### src/rtl/wb_grf_commit_if.sv
// WB-stage write-back bus feeding the register-file commit block.
// The master side is the WB pipeline register; the slave side is the GRF.
interface wb_grf_commit_if;
    logic        RegWrite_W;
    logic [1:0]  Mem2Reg_W;
    logic [4:0]  WRegAdd_W;
    logic [31:0] result_W;
    logic [31:0] memdata_W;
    logic [31:0] PC8_W;
    logic [31:0] PC_W;

    modport master (
        output RegWrite_W,
        output Mem2Reg_W,
        output WRegAdd_W,
        output result_W,
        output memdata_W,
        output PC8_W,
        output PC_W
    );

    modport slave (
        input RegWrite_W,
        input Mem2Reg_W,
        input WRegAdd_W,
        input result_W,
        input memdata_W,
        input PC8_W,
        input PC_W
    );
endinterface

### src/rtl/wb_grf_commit.sv
// WB-stage commit into the 32x32 GPR file, with same-cycle write-through
// bypass on both ID read ports plus a commit counter and last-commit trace.
module wb_grf_commit #(
    parameter logic [31:0] RESET_PC = 32'h0000_3000,
    parameter int unsigned CNT_W    = 32
) (
    input  logic              clk,
    input  logic              reset,
    wb_grf_commit_if.slave    wb,
    input  logic [4:0]        RA1_D,
    input  logic [4:0]        RA2_D,
    output logic [31:0]       RD1_D,
    output logic [31:0]       RD2_D,
    output logic [CNT_W-1:0]  commit_cnt,
    output logic [31:0]       last_pc,
    output logic [4:0]        last_addr,
    output logic [31:0]       last_data,
    output logic              bad_sel
);

    logic [31:0] wd;
    logic        we;
    logic        sel_reserved;
    logic [31:0] gpr [32];

    always_comb begin
        wd = '0;
        case (wb.Mem2Reg_W)
            2'd0:    wd = wb.result_W;
            2'd1:    wd = wb.memdata_W;
            2'd2:    wd = wb.PC8_W;
            default: wd = '0;
        endcase
    end

    assign sel_reserved = (wb.Mem2Reg_W == 2'd3);
    assign we = wb.RegWrite_W && (wb.WRegAdd_W != 5'd0) && !sel_reserved;

    // Entry 0 is only ever cleared, so it stays a constant zero.
    always_ff @(posedge clk or posedge reset) begin
        if (reset) begin
            for (int unsigned i = 0; i < 32; i++) begin
                gpr[i] <= '0;
            end
        end else if (we) begin
            gpr[wb.WRegAdd_W] <= wd;
        end
    end

    always_ff @(posedge clk or posedge reset) begin
        if (reset) begin
            commit_cnt <= '0;
            last_pc    <= RESET_PC;
            last_addr  <= '0;
            last_data  <= '0;
            bad_sel    <= 1'b0;
        end else begin
            if (we) begin
                commit_cnt <= commit_cnt + CNT_W'(1);
                last_pc    <= wb.PC_W;
                last_addr  <= wb.WRegAdd_W;
                last_data  <= wd;
            end
            if (wb.RegWrite_W && sel_reserved) begin
                bad_sel <= 1'b1;
            end
        end
    end

    // Reset also gates the bypass so nothing leaks through while held.
    always_comb begin
        RD1_D = gpr[RA1_D];
        if (reset || (RA1_D == 5'd0)) begin
            RD1_D = '0;
        end else if (we && (RA1_D == wb.WRegAdd_W)) begin
            RD1_D = wd;
        end
    end

    always_comb begin
        RD2_D = gpr[RA2_D];
        if (reset || (RA2_D == 5'd0)) begin
            RD2_D = '0;
        end else if (we && (RA2_D == wb.WRegAdd_W)) begin
            RD2_D = wd;
        end
    end

endmodule

### src/flat_wrapper.sv
// flat-port wrapper written by rule: the top's interface ports become plain ports
module wb_grf_commit_flat 
#(
    parameter logic [31:0] RESET_PC = 32'h0000_3000,
    parameter int unsigned CNT_W    = 32
)
  (clk, reset, RA1_D, RA2_D, RD1_D, RD2_D, commit_cnt, last_pc, last_addr, last_data, bad_sel, wb_RegWrite_W, wb_Mem2Reg_W, wb_WRegAdd_W, wb_result_W, wb_memdata_W, wb_PC8_W, wb_PC_W);
  wb_grf_commit_if wb_i ();
  input  logic clk;
  input  logic reset;
  input  logic [4:0] RA1_D;
  input  logic [4:0] RA2_D;
  output logic [31:0] RD1_D;
  output logic [31:0] RD2_D;
  output logic [CNT_W-1:0] commit_cnt;
  output logic [31:0] last_pc;
  output logic [4:0] last_addr;
  output logic [31:0] last_data;
  output logic bad_sel;
  input wire logic [$bits(wb_i.RegWrite_W)-1:0] wb_RegWrite_W;
  input wire logic [$bits(wb_i.Mem2Reg_W)-1:0] wb_Mem2Reg_W;
  input wire logic [$bits(wb_i.WRegAdd_W)-1:0] wb_WRegAdd_W;
  input wire logic [$bits(wb_i.result_W)-1:0] wb_result_W;
  input wire logic [$bits(wb_i.memdata_W)-1:0] wb_memdata_W;
  input wire logic [$bits(wb_i.PC8_W)-1:0] wb_PC8_W;
  input wire logic [$bits(wb_i.PC_W)-1:0] wb_PC_W;
  assign wb_i.RegWrite_W = wb_RegWrite_W;
  assign wb_i.Mem2Reg_W = wb_Mem2Reg_W;
  assign wb_i.WRegAdd_W = wb_WRegAdd_W;
  assign wb_i.result_W = wb_result_W;
  assign wb_i.memdata_W = wb_memdata_W;
  assign wb_i.PC8_W = wb_PC8_W;
  assign wb_i.PC_W = wb_PC_W;
  wb_grf_commit #(.RESET_PC(RESET_PC), .CNT_W(CNT_W)) u_core (.clk(clk), .reset(reset), .wb(wb_i), .RA1_D(RA1_D), .RA2_D(RA2_D), .RD1_D(RD1_D), .RD2_D(RD2_D), .commit_cnt(commit_cnt), .last_pc(last_pc), .last_addr(last_addr), .last_data(last_data), .bad_sel(bad_sel));
endmodule
### config.mk
export PLATFORM = sky130hd
export DESIGN_NAME = wb_grf_commit_flat
export DESIGN_NICKNAME = d
export VERILOG_FILES = /design/src/rtl/wb_grf_commit_if.sv /design/src/rtl/wb_grf_commit.sv /design/src/flat_wrapper.sv
export SDC_FILE = /design/constraint.sdc
export NUM_CORES = 2
export LEC_CHECK = 0
export ABC_AREA = 1
export CORE_MARGIN = 4
export CORE_UTILIZATION = 45
export DETAILED_ROUTE_END_ITERATION = 8
export HOLD_SLACK_MARGIN = 0.08
export PLACE_DENSITY = 0.64
export REMOVE_ABC_BUFFERS = 1
export SLEW_MARGIN = 10
export SYNTH_ARGS = -nofsm -noshare
export SYNTH_HDL_FRONTEND = slang
export SYNTH_SLANG_ARGS = --single-unit
### constraint.sdc
create_clock -name clk -period 54.9 [get_ports clk]
set_input_delay 8.235 -clock clk [delete_from_list [all_inputs] [get_ports clk]]
set_output_delay 8.235 -clock clk [all_outputs]
set_load 0.005 [all_outputs]
==> run summary <==
hold path depth: 0
XOR/XNOR share of the synthesized area: 0.004263
CTS sink count: 1126
outcome: complete, no violations
Worst Setup End Kind: primary output
Resized Gates After CTS: 0
number of violations reported at the end of detailed-routing iteration 0: 8016
power share of the clock group: 0.343
total standard cell area after synthesis: 0.06369 sq mm
detailed-router iteration count before antenna repair: 6
final number of setup-violating endpoints: 0
TritonCTS clock tree: built
clock buffer count from CTS: 133
die area: 0.1476 sq mm
number of buffers inserted for hold repair after clock tree synthesis: 0
Post-Route Skew: 0.005906 ns
count of nets left with antenna violations after detail routing: 0
CP Launch Point: RA1_D[0]
Placement Rows: 137
maximum vdd ir drop: 0.00002496 V
placer congestion estimate: 0.8678
max frequency: 0.04663 GHz
Slew Limit Headroom: 0.09265
residual DRC count: 0
# IOs: 314
count of cells along the worst register-to-register path: 6
power share of the combinational group: 0.223
max cap viols: 0
number of buffers on the longest clock path: 3
simple-gate portion of the synthesized area: 0.2966
largest net degree at the start of global routing: 177
Most used DFF post-synth: sky130_fd_sc_hd__dfrtp_1
data arrival time of the critical path: 13.21 ns
via count: 63572
Filler cells: 13721
final worst hold slack: 0.3907 ns
internal power of the cells: 0.001773 W
worst r2r dst: u_core.commit_cnt[24]$_DFFE_PP0P_
Ys Warns: 0
part of the power in registers: 0.433
cell chain of the critical path: buf_8 > inv_8 > buf_4 > buf_4 > buf_4 > nand2_1 > nand3_1 > nand2_1 > nand2_1 > nand3_1 > nand3_1 > nand2_1 > a21oi_1 > clkdlybuf4s50_1
Vert. Die Dim: 384.2 um
area of the placeable core: 0.1400 sq mm
mux contribution to synthesized area: 0
Tcrit/Tclk final: 0.3906
clock-pin slew reported for the worst setup and hold paths after clock tree synthesis: 0.05 ns
cell type of the slowest stage on the worst timing path: sky130_fd_sc_hd__buf_4
endpoint required time on the critical path: 46.67 ns
wire length per cell: 22.76 um
sequential fraction of the synthesis area: 0.4424
sort of element at the start of the critical path: input pin
number of global-route vias before repair: 59307
accumulated negative setup slack: 0 ns
Critical Path End: RD1_D[26]
number of port buffers: 313
buffer count from post-CTS setup fixing: 0
slew at the pin closest to its max-slew limit: 1.358 ns
overall global routing resource usage: 0.3324
number of max-slew violations in the final report: 0
switching fraction of total power: 0.3243
worst-path maximum fanout: 107
Worst R2R Start: u_core.commit_cnt[0]$_DFFE_PP0P_
share of the synthesized area in compound gates (AO/OA/AOI/OAI): 0.1761
most instantiated library cell after synthesis: sky130_fd_sc_hd__nand2_1
NumNets Final: 9144
biggest cell delay along the critical path: 0.94 ns
most common library cells after synthesis: 2999 x sky130_fd_sc_hd__nand2_1, 1124 x sky130_fd_sc_hd__dfrtp_1, 930 x sky130_fd_sc_hd__nor2_1
final hold violations: 0
adder-cell share of the synthesized area: 0.0001964
share of flip-flops with an asynchronous set or reset: 1.000
total overflow reported by the global router: 0
cells taking the most area after synthesis: sky130_fd_sc_hd__dfrtp_1 44%, sky130_fd_sc_hd__nand2_1 18%, sky130_fd_sc_hd__o21ai_0 6.3%, sky130_fd_sc_hd__a21oi_1 6.1%, sky130_fd_sc_hd__nand3_1 5.6%
Post-Route Utilization: 0.5114
share of cells above drive strength 1: 0.04529
clock root buffer: sky130_fd_sc_hd__clkbuf_16
main combinational cell family by area after synthesis: simple AND/OR/NAND/NOR gates
antenna violations before repair: 10
P_sw: 0.0008511 W
class of the tightest hold or removal check: reg -> reg
later-pin clock latency in the skew report: 0.76 ns
static leakage power: 32.55 nW
cell occurring most often along the worst timing path: sky130_fd_sc_hd__nand2_1
hpwl dp: 134.6 mm
area share of the largest cell type after synthesis: 0.4416
Total Wirelength: 249.8 mm
Die X: 384.2 um
cell count after synthesis: 9189
clock period minus final worst setup slack: 21.45 ns
number of enable-type register cells in the synthesized netlist: 0
Clock H-tree levels: 4
register-to-register setup slack: 52.85 ns
total power density per cell area: 36.64 mW/mm^2
area leader, netlist: sky130_fd_sc_hd__dfrtp_1
flops & latches, synth: 1126
Starting Density: 0.4548
number of distinct library cells after synthesis: 34
area growth from synthesis to final layout: 12.44%
unrepaired setup endpoints after global routing: false
Avg Vias per Cell: 5.792
global-route wire length before repair: 372.8 mm
crit path kind: in -> out
Avg Inst Size Synth: 6.932 sq um
[flip-flops by register name (all words and copies together) (netlist names)]
signal and cells:
u_core.bad_sel 1, u_core.gpr 1024, u_core.last_data 32, u_core.last_addr 5, u_core.last_pc 32, u_core.commit_cnt 32
[worst max-delay path: cells and delay by family]
| kind | cells | cell delay, ns |
|---|---|---|
| simple gates | 7 | 0.57 |
| compound gates | 1 | 0.29 |
| buf+inv | 6 | 3.79 |
[area by class of cell]
type                            instances  area [sq um]  area share
Timing Repair Buffer                  443          4174     0.05828
Clock inverter                         50         558.0    0.007792
Tap cell                             1876          2347     0.03277
Multi-Input combinational cell       6785         30620      0.4275
Antenna cell                            3         7.507   0.0001048
Clock buffer                          187          3787     0.05288
Sequential cell                      1126         28180      0.3935
Inverter                              506          1947     0.02718
[cell families after synthesis]
family                   after synthesis
XOR/XNOR                              31
AO/OA/AOI/OAI                       2021
adder cells (fa/ha/maj)                1
AND/OR/NAND/NOR                     4732
buffers and inverters               1278
flip-flops                          1126
[per-layer routing]
| metal | global-route usage | wire (um) | share of wire | vias up |
|---|---|---|---|---|
| met5 | 0 | 34 | 0.00014 | - |
| met4 | 0.1733 | 14530 | 0.058 | 4 |
| met3 | 0.06464 | 27120 | 0.11 | 732 |
| met2 | 0.5102 | 108500 | 0.43 | 3555 |
| met1 | 0.4466 | 99650 | 0.40 | 30103 |
| li1 | - | - | - | 29178 |
[per-stage QoR]
stage               instance area [sq um]  std cells  worst slack [ns]  total power (W)
floorplan                           60480       8417             12.49         0.001519
global placement                    67270      10736             33.57         0.001704
detailed placement                  67270      10736             33.60         0.001724
CTS                                 71610      10973             33.57         0.002625
global route                        71620      10975             33.21         0.002766
finish                              71620      10976             33.45         0.002624
[power by group through the flow]
stage,Clock [W],Sequential (W),Combinational [W]
2_1_floorplan,0,0.00112,0.000395
3_3_place_gp,0,0.00114,0.000564
3_5_place_dp,0,0.00115,0.000579
4_1_cts,0.000911,0.00113,0.000582
5_1_grt,0.000945,0.00116,0.000663
6_report,0.000901,0.00114,0.000586
[placed cells by master, fill, tap and decap left out, drive strengths merged, types with 2 or more instances in the layout]
master and count:
diode 3, nor2 960, inv 494, a22oi 2
buf 141, nand3b 5, dfstp 2, clkbuf 187
nor4 3, xor2 17, nand2 3003, o21ai 804
and3 22, nand4 12, nor3 11, clkinv 50
a21oi 785, o211ai 107, nand3 714, bufinv 9
dfrtp 1124, clkdlybuf4s50 302, xnor2 14, clkinvlp 3
o21a 322
[how the worst min path moves through the flow]
stage | endpoint | slack (ns) | startpoint
6_report | u_core.gpr[996]$_DFFE_PP0P_ | 0.39 | u_core.gpr[996]$_DFFE_PP0P_
5_1_grt | u_core.gpr[1000]$_DFFE_PP0P_ | 0.40 | u_core.gpr[1000]$_DFFE_PP0P_
4_1_cts | u_core.gpr[1009]$_DFFE_PP0P_ | 0.39 | u_core.gpr[1009]$_DFFE_PP0P_
3_5_place_dp | u_core.gpr[1009]$_DFFE_PP0P_ | 0.38 | u_core.gpr[1009]$_DFFE_PP0P_
3_3_place_gp | u_core.gpr[1003]$_DFFE_PP0P_ | 0.38 | u_core.gpr[1003]$_DFFE_PP0P_
2_1_floorplan | u_core.gpr[1023]$_DFFE_PP0P_ | 0.36 | u_core.gpr[1023]$_DFFE_PP0P_
No activity file was read; power rests on OpenSTA's default activity.
